$ cat src/rtl/fetch_unit.sv
// fetch_unit: instruction-fetch stage owning the PC, one outstanding imem request at a time
// Ports: clk/reset_n (async active-low); PCSrc/PCTarget select next PC on retire;
//        imem_req/imem_addr/imem_gnt request, imem_rvalid/imem_rdata/imem_err response;
//        Instr/instr_valid/instr_ready hand-off with PC, PCPlus4 and decoded op/funct3/funct7b5;
//        fetch_fault is sticky until reset.
module fetch_unit #(
    parameter int XLEN = 32,
    parameter logic [XLEN-1:0] RESET_PC = '0
) (
    input  logic            clk,
    input  logic            reset_n,
    input  logic            PCSrc,
    input  logic [XLEN-1:0] PCTarget,
    output logic            imem_req,
    output logic [XLEN-1:0] imem_addr,
    input  logic            imem_gnt,
    input  logic            imem_rvalid,
    input  logic [31:0]     imem_rdata,
    input  logic            imem_err,
    output logic [31:0]     Instr,
    output logic            instr_valid,
    input  logic            instr_ready,
    output logic [XLEN-1:0] PC,
    output logic [XLEN-1:0] PCPlus4,
    output logic [6:0]      op,
    output logic [2:0]      funct3,
    output logic            funct7b5,
    output logic            fetch_fault
);
    typedef enum logic [2:0] {IDLE, REQ, WAIT, HOLD, FAULT} state_t;
    state_t state, state_next;
    logic retire, misaligned, capture;
    assign retire     = state == HOLD && instr_ready;
    assign misaligned = PCSrc && PCTarget[1:0] != 2'b00;
    assign capture    = state == WAIT && imem_rvalid && !imem_err;
    always_ff @(posedge clk or negedge reset_n) begin
        if (!reset_n) begin
            state <= IDLE;
            PC    <= RESET_PC;
            Instr <= 32'h0000_0013;
        end else begin
            state <= state_next;
            if (retire && !misaligned) PC <= PCSrc ? PCTarget : PCPlus4;
            if (capture) Instr <= imem_rdata;
        end
    end
    // Responses outside WAIT fall through untouched, so stale rvalid after reset is ignored.
    always_comb begin
        state_next = FAULT;
        case (state)
            IDLE:    state_next = REQ;
            REQ:     state_next = imem_gnt ? WAIT : REQ;
            WAIT:    state_next = !imem_rvalid ? WAIT : imem_err ? FAULT : HOLD;
            HOLD:    state_next = !instr_ready ? HOLD : misaligned ? FAULT : REQ;
            default: state_next = FAULT;
        endcase
    end
    assign imem_req    = state == REQ;
    assign imem_addr   = PC;
    assign instr_valid = state == HOLD;
    assign fetch_fault = state == FAULT;
    assign PCPlus4     = PC + XLEN'(4);
    assign op          = Instr[6:0];
    assign funct3      = Instr[14:12];
    assign funct7b5    = Instr[30];
endmodule

$ cat config.mk
export PLATFORM = sky130hd
export DESIGN_NAME = fetch_unit
export DESIGN_NICKNAME = d
export VERILOG_FILES = /design/src/rtl/fetch_unit.sv
export SDC_FILE = /design/constraint.sdc
export NUM_CORES = 1
export LEC_CHECK = 0
export BUFFER_PORTS_ARGS = -buffer_cell sky130_fd_sc_hd__buf_2
export CELL_PAD_IN_SITES_DETAIL_PLACEMENT = 2
export CELL_PAD_IN_SITES_GLOBAL_PLACEMENT = 2
export CORE_MARGIN = 5
export CORE_UTILIZATION = 27
export DETAILED_ROUTE_END_ITERATION = 8
export PLACE_DENSITY_LB_ADDON = 0.1
export SETUP_SLACK_MARGIN = 0.2
export SYNTH_ARGS = -nofsm -noshare
export SYNTH_HDL_FRONTEND = slang
export SYNTH_SLANG_ARGS = --single-unit
export TNS_END_PERCENT = 100
$ cat constraint.sdc
create_clock -name clk -period 2.1 [get_ports clk]
set_clock_uncertainty 0.15 [all_clocks]
set_input_delay 0.21 -clock clk [delete_from_list [all_inputs] [get_ports clk]]
set_output_delay 0.21 -clock clk [all_outputs]
set_load 0.01 [all_outputs]
# Yosys cells after proc, flatten, opt, wreduce, memory -nomap -nowiden
# Index checks and enable logic that the tools add are counted.
[word_totals]
input_bits = 71
regBits = 67
out_inout_bits = 142
word_cells = 24
[classes]
addsub = 1
n_reduce_logical = 9
eq_ne = 4
n_mux = 7
[ops]
columns = ["cell", "n"]
rows = [
  ["$add 32x3->32 const B", 1],
  ["$mux 32", 1],
  ["$mux 3", 4],
  ["$pmux 3 s4", 1],
  ["$eq 3x2->1 const B", 2],
  ["$logic_and 1x1->1", 5],
  ["$eq 3x1->1 const B", 1],
  ["$eq 3x3->1 const B", 1],
  ["$logic_not 3->1", 1],
  ["$logic_not 1->1", 2],
  ["$mux 2", 1],
  ["$reduce_bool 2->1", 1],
]

# Longest topological paths before layout
# Gate-level depths: netlist of the first run.
[logic_depth]
word_depth = 5
depth_mapped = 8
ltp_nobuf = 5

# Worst setup path after synthesis of the first run
# Ideal clock, no wire load.
[synth_timing]
path_kind = "register to output"
start = "register PC[13]"
end = "output port PCPlus4[16]"
stages_incl_launch_ff = 7
t_required_ns = 1.740
arrival_ns = 1.742
n_path_buf = 2
path_slack_ns = -0.002
path_cell_list = "dfrtp_1 > clkbuf_2 > nand3_2 > or4_1 > clkbuf_1 > nor2_1 > xor2_1"
[synth_between]
elab_chain_cells = 1
[synth_rtl]
columns = ["item", "line", "text"]
rows = [
  ["start, declared", "23", "output logic [XLEN-1:0] PC,"],
  ["start signal, assigned", "43", "if (retire && !misaligned) PC <= PCSrc ? PCTarget : PCPlus4;"],
  ["$add 32x3->32", "62", "assign PCPlus4 = PC + XLEN'(4);"],
  ["end, declared", "24", "output logic [XLEN-1:0] PCPlus4,"],
]
# No other way between the ends.

# Final worst setup path of the first run
[layout_timing]
start = "register PC[2]"
end = "output port PCPlus4[31]"
# Same word-level chain as after synthesis.

==> run_results.csv, run 1 <==
group,metric,value,unit
synth,yosysSeqAreaShare,0.350,
sta,finalCritPeriodShare,1.10,
detailed_routing,wire_per_inst,22.1,um
power,p_leak,3.98,nW
critical_path,critical-path-top-delay-family,"simple AND/OR/NAND/NOR gates",
finish,antenna_cells,0,
sta,hold_viol,0,
synth,ys_types,62,
floorplan,dieArea,20500,um2
critical_path,crit_type,"flop to output port",
synth,synth-main-ff-cell,"dfrtp_1",
floorplan,rows,48,
global_route,antenna_found_initial,0,
synth,synthTopCellsByArea,"dfrtp_1 33%, mux2_2 8.7%, buf_4 7.2%",
finish,nNetsFinal,868,
sta,setup_slack,-0.212,ns
floorplan,io_pins,213,
synth,synth_top_cell_area_share,0.334,
critical_path,worstRegToRegCells,8,
global_route,met1_usage,0.259,
critical_path,critPathArrivalTime,1.95,ns
finish,syn2layout_area_growth,61.3,%
critical_path,cpMostUsedCell,"buf_6",
clock_tree,numCtsBuffers,9,
detailed_routing,viasPerCell,5.08,
global_route,grt_busiest_layer,"met2",
sta,tightest_slew,0.743,ns
detailed_routing,drc,0,
clock_tree,clk_pin_slew,0.06,ns
clock_tree,cts_root_buf,"clkbuf_16",
synth,syn_nets,595,
synth,synth_most_common_cell,"dfrtp_1",
min_path,hp-class,"primary input to flop",
placement,pre_cts_ws,-0.0498,ns
detailed_routing,drt_iter0_drc,197,
floorplan,start_util,0.276,
synth,synth_common_cells,"64 x dfrtp_1, 46 x buf_4, 37 x mux2_2, 32 x nand2_1, 29 x nor2_1",
critical_path,critPathMaxFanout,7,
critical_path,critPathCaptureType,"output port",
critical_path,path_cells,"buf_6, nand3_4, nor4_4, buf_6, nand2_4, xnor2_2, buf_2",
detailed_routing,wl,22.6,mm
floorplan,chipHeight,143,um
detailed_routing,first_pass_iters,4,
synth,syn_area_per_cell,9.17,um2
global_route,grt_usage,0.214,
placement,portBuffers,212,
clock_tree,clock_path_buffers,2,
detailed_routing,drtAntennaViolNets,0,
global_route,grt_max_degree,65,
sta,setup_viol,23,
synth,synth_area_leader_cell,"dfrtp_1",
floorplan,coreArea,17400,um2
sta,setup_tns,-3.00,ns
run_status,failed_checks,"setup timing",
synth,synth_area,4800,um2
global_route,met2_usage,0.394,
critical_path,cp_num_cells,7,
critical_path,crit_path_top_delay_cell,"dfrtp_2",
placement,dp_hpwl,14.6,mm
global_route,globalRouteMet3Util,0.0363,
global_route,grt_remaining_overflow,0,
clock_tree,cts_tree,"done",
synth,synthCells,523,
power,p_per_area,721,nW/um2
finish,drive_gt1_frac,0.588,
critical_path,critPathMaxStageDelay,0.40,ns
synth,ys_warn_count,0,
clock_tree,htree_levels,3,
synth,synthArstFlopShare,1.00,
power,peakVddDrop,0.437,mV
sta,slew_viol_final,0,
clock_tree,clock_latency,0.34,ns
run_status,outcome,"finished, violations left",
job,drv_cap,0,
sta,max_freq,0.433,GHz
clock_tree,numClockSinks,67,
floorplan,die_w,143,um
detailed_routing,dr_total_vias,5215,
sta,rsz0062_at_grt,"yes",
synth,synth-seq-cells,67,
global_route,grt_pass1_vias,5882,
critical_path,setup.worst_path.start_class,"flop",
min_path,whs_path_depth,3,
critical_path,cp_data_required_time,1.74,ns
critical_path,worst-path-buf-inv,3,
sta,timing.final.crit_period,2.31,ns
placement,place_congestion,0.823,
synth,synth_edf_count,0,
global_route,grt_pass1_wl,34.1,mm
sta,max_slew_margin,0.504,
power breakdown:
part           switching, W  leakage (nW)  internal, W
Clock              0.000610         0.135     0.000919
Combinational       0.00105          3.00      0.00102
Sequential         0.000293         0.846      0.00169
cells by family (layout without fill, tap and decap cells):
family / Yosys count / count (layout) / share of synthesized area
flops: 67 / 67 / 0.350
compound gates: 88 / 88 / 0.134
fa+ha+maj: 1 / 1 / 0.00261
mux: 40 / 40 / 0.0934
simple gates: 188 / 188 / 0.219
xor+xnor: 28 / 28 / 0.0511
buf+inv: 111 / 389 / 0.150
layout make-up:
class | instances | area, um2
Clock buffer | 10 | 229
Clock inverter | 6 | 66.3
Fill cell | 1873 | 9620
Inverter | 11 | 41.3
Multi-Input combinational cell | 345 | 2920
Sequential cell | 67 | 1690
Tap cell | 225 | 282
Timing Repair Buffer | 362 | 2510
worst reg2reg max path: stages (launching register included):
cell	delay, ns
dfrtp_2	0.40
buf_6	0.13
nand3_4	0.15
buf_12	0.19
nor4_4	0.20
buf_4	0.16
buf_4	0.10
mux2_2	0.32
o221a_2	0.24
per-stage QoR:
stage	power [W]	hold slack, ns	area [um2]	util	cells
after floorplan	0.00299	-0.236	4840	-	523
after global placement	0.00365	0.0533	6050	0.348	924
after detailed placement	0.00376	0.0595	6050	0.348	924
after CTS	0.00555	0.00346	7510	0.433	1021
after global routing	0.00591	0.0324	7740	0.446	1026
final	0.00558	0.0148	7740	0.446	1026
final timing paths:
path | endpoint | slack [ns] | startpoint
max in group asynchronous | Instr[7] | 0.96 | reset_n
min reg2reg | Instr[18] | 0.36 | Instr[18]
max | PCPlus4[31] | -0.21 | PC[2]
max reg2reg | PC[15] | -0.05 | PC[2]
min | PC[2] | 0.01 | PCTarget[2]
min in group asynchronous | Instr[2] | 0.24 | reset_n
placed cells by master, fill, tap and decap left out, types with 6 or more instances in the layout:
| cell | netlist | routed |
|---|---|---|
| clkbuf_16 | 0 | 9 |
| buf_6 | 2 | 35 |
| a31oi_1 | 6 | 6 |
| nand2_1 | 32 | 23 |
| xnor2_1 | 21 | 7 |
| xnor2_2 | 0 | 14 |
| nor3_1 | 24 | 21 |
| dfrtp_1 | 64 | 56 |
| dfrtp_2 | 0 | 8 |
| nand2_4 | 0 | 6 |
| and3_1 | 22 | 17 |
| mux2_2 | 37 | 36 |
| nor4_4 | 0 | 8 |
| nand3_1 | 21 | 13 |
| buf_12 | 0 | 7 |
| a21oi_1 | 11 | 10 |
| nand4_1 | 17 | 17 |
| a311o_1 | 7 | 7 |
| buf_4 | 46 | 74 |
| dlygate4sd3_1 | 0 | 34 |
| inv_1 | 11 | 11 |
| o21ai_0 | 17 | 17 |
| buf_2 | 11 | 211 |
| nor2_1 | 29 | 27 |
per-layer routing:
| metal | vias to the layer above | wire length [um] | share of wire |
|---|---|---|---|
| met5 | - | 0 | 0 |
| met4 | 0 | 398 | 0.018 |
| met3 | 30 | 1120 | 0.050 |
| met2 | 169 | 11800 | 0.52 |
| met1 | 2623 | 9310 | 0.41 |
| li1 | 2393 | - | - |
sequential cells by signal (all words and copies together) (netlist names):
name and cells:
state 3, Instr 32, PC 32
what timing repair did:
| item | in CTS | in global routing |
|---|---|---|
| pin swaps | 31 | 13 |
| cloned | 1 | 0 |
| hold endpoints to repair | 61 | 0 |
| resized for setup | 93 | 44 |
| hold buffers | 34 | 0 |
| endpoints found under the setup margin | 42 | 51 |
| setup buffers | 46 | 5 |
(Power assumes the default switching activity.)
==> run 2: changes to the inputs <==
--- a/config.mk
+++ b/config.mk
@@ -5,11 +5,12 @@
 export SDC_FILE = /design/constraint.sdc
 export NUM_CORES = 1
 export LEC_CHECK = 0
+export ABC_AREA = 1
 export BUFFER_PORTS_ARGS = -buffer_cell sky130_fd_sc_hd__buf_2
 export CELL_PAD_IN_SITES_DETAIL_PLACEMENT = 2
 export CELL_PAD_IN_SITES_GLOBAL_PLACEMENT = 2
 export CORE_MARGIN = 5
-export CORE_UTILIZATION = 27
+export CORE_UTILIZATION = 24
 export DETAILED_ROUTE_END_ITERATION = 8
 export PLACE_DENSITY_LB_ADDON = 0.1
 export SETUP_SLACK_MARGIN = 0.2
==> run 2 against run 1 <==
The flow still finishes with violations (setup timing). Cell count increased by 1.6%. Worst hold slack improved by 0.052 ns. Total power decreased by 36%. Register-to-register slack improved by 0.26 ns. Flip-flop and latch count unchanged. Die area decreased by 1.3%. Sequential power decreased by 32%. Via count decreased by 12%. Critical path depth increased by 2. Sequential share of layout area increased by 2.3 points. Highest routed layer unchanged.
==> run_results.csv, run 2 <==
group,metric,value,unit
detailed_routing,viasPerCell,4.39,
sta,max_freq,0.450,GHz
synth,synth-main-ff-cell,"dfrtp_1",
finish,fillers,1906,
sta,rsz0062_at_grt,"yes",
detailed_routing,drt_iter0_drc,149,
detailed_routing,wire_per_inst,17.6,um
clock_tree,clock_latency,0.34,ns
synth,synthCells,524,
sta,finalCritPeriodShare,1.06,
global_route,antenna_found_initial,0,
critical_path,crit_path_top_delay_cell,"dfrtp_1",
detailed_routing,drc,0,
sta,tightest_slew,0.505,ns
global_route,grt_pass1_vias,5098,
floorplan,start_util,0.244,
finish,final_common_cell,"buf_2",
floorplan,die_w,142,um
floorplan,rows,48,
finish,syn2layout_area_growth,67.5,%
detailed_routing,wl,18.4,mm
sta,setup_viol,18,
global_route,grt_remaining_overflow,0,
clock_tree,htree_levels,3,
synth,ys_types,37,
power,p_per_area,510,nW/um2
critical_path,setup.worst_path.start_class,"flop",
sta,max_slew_margin,0.663,
finish,drive_gt1_frac,0.502,
clock_tree,clock_path_buffers,2,
critical_path,path_cells,"ha_4, nand2_4, nor2_4, nand2_4, nor2_4, buf_4, nand3b_1, nand2_2, buf_6",
critical_path,critPathCaptureType,"output port",
synth,ys_warn_count,0,
synth,synth_common_cells,"170 x nand2_1, 64 x dfrtp_1, 59 x inv_1, 47 x buf_4, 35 x nor2_1",
sta,timing.final.crit_period,2.22,ns
placement,place_congestion,0.798,
sta,slew_viol_final,0,
critical_path,critPathMaxStageDelay,0.41,ns
clock_tree,cts_root_buf,"clkbuf_16",
critical_path,critPathArrivalTime,1.86,ns
min_path,hp-class,"primary input to flop",
floorplan,io_pins,213,
detailed_routing,dr_total_vias,4570,
global_route,grt_usage,0.176,
detailed_routing,first_pass_iters,4,
finish,reg_top3,"Instr (32), PC (32), state (3)",
synth,syn_nets,596,
synth,synth_top_cell_area_share,0.381,
floorplan,chipHeight,142,um
synth,synth_edf_count,0,
critical_path,worst-path-buf-inv,2,
sta,hold_ws,0.0670,ns
synth,synth_area_leader_cell,"dfrtp_1",
run_status,failed_checks,"setup timing",
sta,setup_slack,-0.122,ns
floorplan,coreArea,17200,um2
critical_path,critPathMaxFanout,5,
critical_path,cp_data_required_time,1.74,ns
synth,synthArstFlopShare,1.00,
finish,nNetsFinal,884,
synth,syn_area_per_cell,8.02,um2
synth,synth-seq-cells,67,
clock_tree,numClockSinks,67,
clock_tree,cts_tree,"done",
placement,dp_hpwl,12.7,mm
clock_tree,clk_pin_slew,0.06,ns
global_route,grt_pass1_wl,27.8,mm
finish,antenna_cells,0,
synth,synth_most_common_cell,"nand2_1",
floorplan,dieArea,20300,um2
clock_tree,numCtsBuffers,9,
critical_path,crit_type,"flop to output port",
critical_path,critical-path-top-delay-family,"simple AND/OR/NAND/NOR gates",
global_route,grt_max_degree,65,
synth,synthTopCellsByArea,"dfrtp_1 38%, nand2_1 15%, buf_4 8.4%",
run_status,outcome,"finished, violations left",
synth,synth_area,4200,um2
finish,final_cell_mix,"195 x buf_2, 141 x nand2_1, 65 x dlygate4sd3_1",
job,drv_cap,0,
detailed_routing,drtAntennaViolNets,0,
sta,setup_tns,-0.958,ns
power,peakVddDrop,0.379,mV
power,p_leak,3.84,nW
synth,yosysSeqAreaShare,0.400,
placement,portBuffers,212,
sta,hold_viol,0,
## run 2: metrics by stage
stage | power, W | cell area [um2] | setup WS [ns] | cells | util
finish | 0.00359 | 7040 | -0.122 | 1042 | 0.409
global route | 0.00375 | 7040 | -0.240 | 1042 | 0.409
CTS | 0.00360 | 6570 | -0.0822 | 1020 | 0.381
detailed placement | 0.00172 | 5260 | 0.132 | 919 | 0.305
global placement | 0.00171 | 5260 | 0.216 | 919 | 0.305
floorplan | 0.00152 | 4200 | 0.309 | 524 | -
## run 2: worst min-delay path, delay by kind of cell
family	cells	cell delay, ns
buffers and inverters	1	0.10
and+or+nand+nor	1	0.07
AOI/OAI and AO/OA	1	0.11
## run 2: metal layers
layer  vias up  part of all wire  track usage
li1       2173                 -            -
met1      2253              0.40        0.204
met2       131              0.53        0.322
met3        13             0.054       0.0403
met4         0             0.014       0.0525
met5         -                 0            0
## run 2: report_power, final
part           switching [W]  total (W)  internal, W
logic               0.000245   0.000528     0.000284
registers          0.0000350    0.00135      0.00132
clock network       0.000632    0.00171      0.00108
total               0.000911    0.00359      0.00268
## run 2: what timing repair did
action                                  CTS  global route
hold buffers                             65             0
endpoints found under the hold margin    93             0
endpoints found under the setup margin   29            43
pin swaps                                16            30
gates resized for setup                  53            71
buffers inserted                         20            22
## run 2: logic make-up after synthesis
kind of cell               Yosys count  share of synthesized area
DFF                                 67                      0.400
buffers and inverters              120                      0.160
and+or+nand+nor                    257                      0.287
xor gates and xnor gates            14                     0.0381
AOI/OAI and AO/OA                   65                      0.112
adders and majority gates            1                    0.00298
## run 2: cell type report
class,instances,area [um2],share of cell area
inverter,62,240,0.0341
tap,225,282,0.0400
sequential,67,1700,0.241
clock buffer,11,243,0.0345
multi-input combinational,337,2180,0.309
timing repair buffer,335,2320,0.329
clock inverter,5,85.1,0.0121
## run 2: worst paths after layout
| kind | startpoint | end | slack (ns) | cells past startpoint |
|---|---|---|---|---|
| max | PC[3] | PCPlus4[26] | -0.12 | 9 |
| min | imem_err | state[2] | 0.07 | 3 |
| max reg2reg | PC[3] | PC[24] | 0.21 | 12 |
| min reg2reg | Instr[27] | Instr[27] | 0.34 | 2 |
| max in group asynchronous | reset_n | PC[25] | 0.99 | 3 |
| min in group asynchronous | reset_n | Instr[13] | 0.21 | 2 |
==> run 3: changes to the inputs <==
--- a/config.mk
+++ b/config.mk
@@ -10,10 +10,9 @@
 export CELL_PAD_IN_SITES_DETAIL_PLACEMENT = 2
 export CELL_PAD_IN_SITES_GLOBAL_PLACEMENT = 2
 export CORE_MARGIN = 5
-export CORE_UTILIZATION = 24
+export CORE_UTILIZATION = 26
 export DETAILED_ROUTE_END_ITERATION = 8
 export PLACE_DENSITY_LB_ADDON = 0.1
-export SETUP_SLACK_MARGIN = 0.2
 export SYNTH_ARGS = -nofsm -noshare
 export SYNTH_HDL_FRONTEND = slang
 export SYNTH_SLANG_ARGS = --single-unit
==> constraint.sdc (replaced) <==
create_clock -name clk -period 2.8 [get_ports clk]
set_clock_uncertainty 0.15 [all_clocks]
set_input_delay 0.28 -clock clk [delete_from_list [all_inputs] [get_ports clk]]
set_output_delay 0.28 -clock clk [all_outputs]
set_load 0.01 [all_outputs]
==> run 3 against run 2 <==
Critical endpoint is now PCPlus4[20]. Cell count decreased by 12%. Combinational power down 55%. Register-to-register slack improved by 0.66 ns. Largest power group unchanged. Setup slack gained 0.48 ns. The flow now finishes without violations.
==> run_results.csv, run 3 (same netlist as run 2, synthesis figures left out) <==
group,metric,value,unit
min_path,whs_path_depth,3,
finish,fillers,1935,
sta,tightest_slew,0.921,ns
sta,finalCritPeriodShare,0.871,
finish,final_cell_mix,"211 x buf_2, 170 x nand2_1, 64 x dfrtp_1",
sta,setup_viol,0,
clock_tree,clock_latency,0.33,ns
detailed_routing,first_pass_iters,4,
min_path,hp-start,"PCTarget[22]",
finish,final_common_cell,"buf_2",
global_route,met2_usage,0.301,
critical_path,critPathArrivalTime,2.01,ns
sta,hold_viol,0,
critical_path,critPathMaxFanout,6,
clock_tree,cts_tree,"done",
sta,setup_tns,0,ns
detailed_routing,dr_total_vias,4036,
placement,dp_cells,895,
critical_path,crit_type,"flop to output port",
finish,stdcell_area,5460,um2
detailed_routing,wl,15.2,mm
sta,slew_viol_final,0,
global_route,met1_usage,0.195,
clock_tree,clk_pin_slew,0.06,ns
critical_path,reg2reg_to,"PC[20]",
floorplan,chipHeight,137,um
clock_tree,numClockSinks,67,
placement,dp_hpwl,11.9,mm
finish,drive_gt1_frac,0.395,
critical_path,cp_data_required_time,2.37,ns
floorplan,die_w,137,um
min_path,hp-class,"primary input to flop",
global_route,grt_busiest_layer,"met2",
floorplan,rows,46,
critical_path,reg2reg_slack,0.87,ns
clock_tree,numCtsBuffers,9,
clock_tree,htree_levels,3,
critical_path,setup.worst_path.start_class,"flop",
placement,place_congestion,0.810,
global_route,grt_remaining_overflow,0,
global_route,grt_max_degree,68,
critical_path,worst-path-buf-inv,1,
global_route,antenna_found_initial,0,
critical_path,critPathMaxStageDelay,0.44,ns
power,p_leak,3.16,nW
global_route,grt_usage,0.167,
power,p_per_area,423,nW/um2
power,peakVddDrop,0.248,mV
finish,antenna_cells,0,
detailed_routing,drtAntennaViolNets,0,
floorplan,io_pins,213,
critical_path,path_cells,"ha_1, nand3_1, nor2_1, nand2_1, o21ai_0, nand2_1, buf_2",
placement,dpl-instance-area,5110,um2
critical_path,critPathCaptureType,"output port",
critical_path,critical-path-top-delay-family,"simple AND/OR/NAND/NOR gates",
run_status,outcome,"completed",
floorplan,coreArea,15900,um2
clock_tree,cts_root_buf,"clkbuf_16",
placement,portBuffers,212,
global_route,grt_pass1_vias,4577,
detailed_routing,wire_per_inst,16.5,um
finish,nNetsFinal,770,
detailed_routing,drc,0,
sta,max_freq,0.410,GHz
finish,reg_top3,"Instr (32), PC (32), state (3)",
global_route,grt_pass1_wl,24.3,mm
detailed_routing,viasPerCell,4.39,
clock_tree,post-cts-setup-buffers,0,
finish,finalNonFillerCells,919,
sta,timing.final.crit_period,2.44,ns
global_route,globalRouteMet3Util,0.0423,
critical_path,cpMostUsedCell,"nand2_1",
critical_path,rr_startpoint,"PC[3]",
min_path,hold_path_end,"PC[22]",
clock_tree,cts_resized,0,
critical_path,worstRegToRegCells,8,
floorplan,dieArea,18800,um2
power,fin_total_pwr,0.00231,W
job,drv_cap,0,
finish,syn2layout_area_growth,29.9,%
detailed_routing,drt_iter0_drc,113,
critical_path,crit_path_top_delay_cell,"dfrtp_1",
floorplan,start_util,0.265,
clock_tree,cts_hold_buf,8,
clock_tree,clock_path_buffers,2,
sta,max_slew_margin,0.386,
sta,rsz0062_at_grt,"no",
-- run 3: cell count changes in the layout (fill, tap and decap cells not counted), sizes merged --
cell	before	now
inv	62	61
dlygate4sd3	65	8
clkinvlp	1	0
clkinv	2	7
buf	270	213
clkbuf	11	10
bufinv	2	0
-- run 3: metal layers --
| layer | wire length, um | part of all wire |
|---|---|---|
| met1 | 6160 | 0.41 |
| met2 | 7950 | 0.52 |
| met3 | 931 | 0.061 |
| met4 | 168 | 0.011 |
| met5 | 0 | 0 |
-- run 3: worst max path at each step --
stage	start	to	slack, ns	depth (start not counted)
after CTS	PC[3]	PCPlus4[20]	0.31	7
final	PC[3]	PCPlus4[20]	0.36	7
after global placement	PC[3]	PCPlus4[28]	0.76	9
after global routing	PC[3]	PCPlus4[20]	0.14	7
after detailed placement	PC[3]	PCPlus4[20]	0.69	7
after floorplan	PC[3]	PCPlus4[22]	0.94	7
-- run 3: through the flow --
stage | utilization | hold slack, ns | setup WS (ns)
finish | 0.344 | 0.0106 | 0.362
global route | 0.344 | 0.0131 | 0.143
CTS | 0.344 | 0.000878 | 0.315
detailed placement | 0.322 | 0.329 | 0.694
global placement | 0.322 | 0.314 | 0.756
floorplan | - | -0.166 | 0.939
-- run 3: where the power goes --
part	leakage, nW	internal (W)	total, W	switching, W
logic	2.12	0.000106	0.000235	0.000129
clock network	0.137	0.000601	0.00106	0.000455
registers	0.907	0.000985	0.00102	0.0000363
-- run 3: final cells by class --
cell class	count	area (um2)	area share
tap	216	270	0.0495
timing repair buffer	221	1150	0.211
sequential	67	1680	0.308
clock inverter	6	41.3	0.00756
clock buffer	10	229	0.0419
multi-input combinational	337	1850	0.339
inverter	62	239	0.0438
-- run 3: worst register-to-register path, cell delays in order (launching register included) --
cell	delay, ns
dfrtp_1	0.44
ha_1	0.26
nand3_1	0.12
nor2_1	0.19
nand2_1	0.21
o21ai_0	0.22
nand2_1	0.09
nand2_1	0.06
nand2_1	0.07
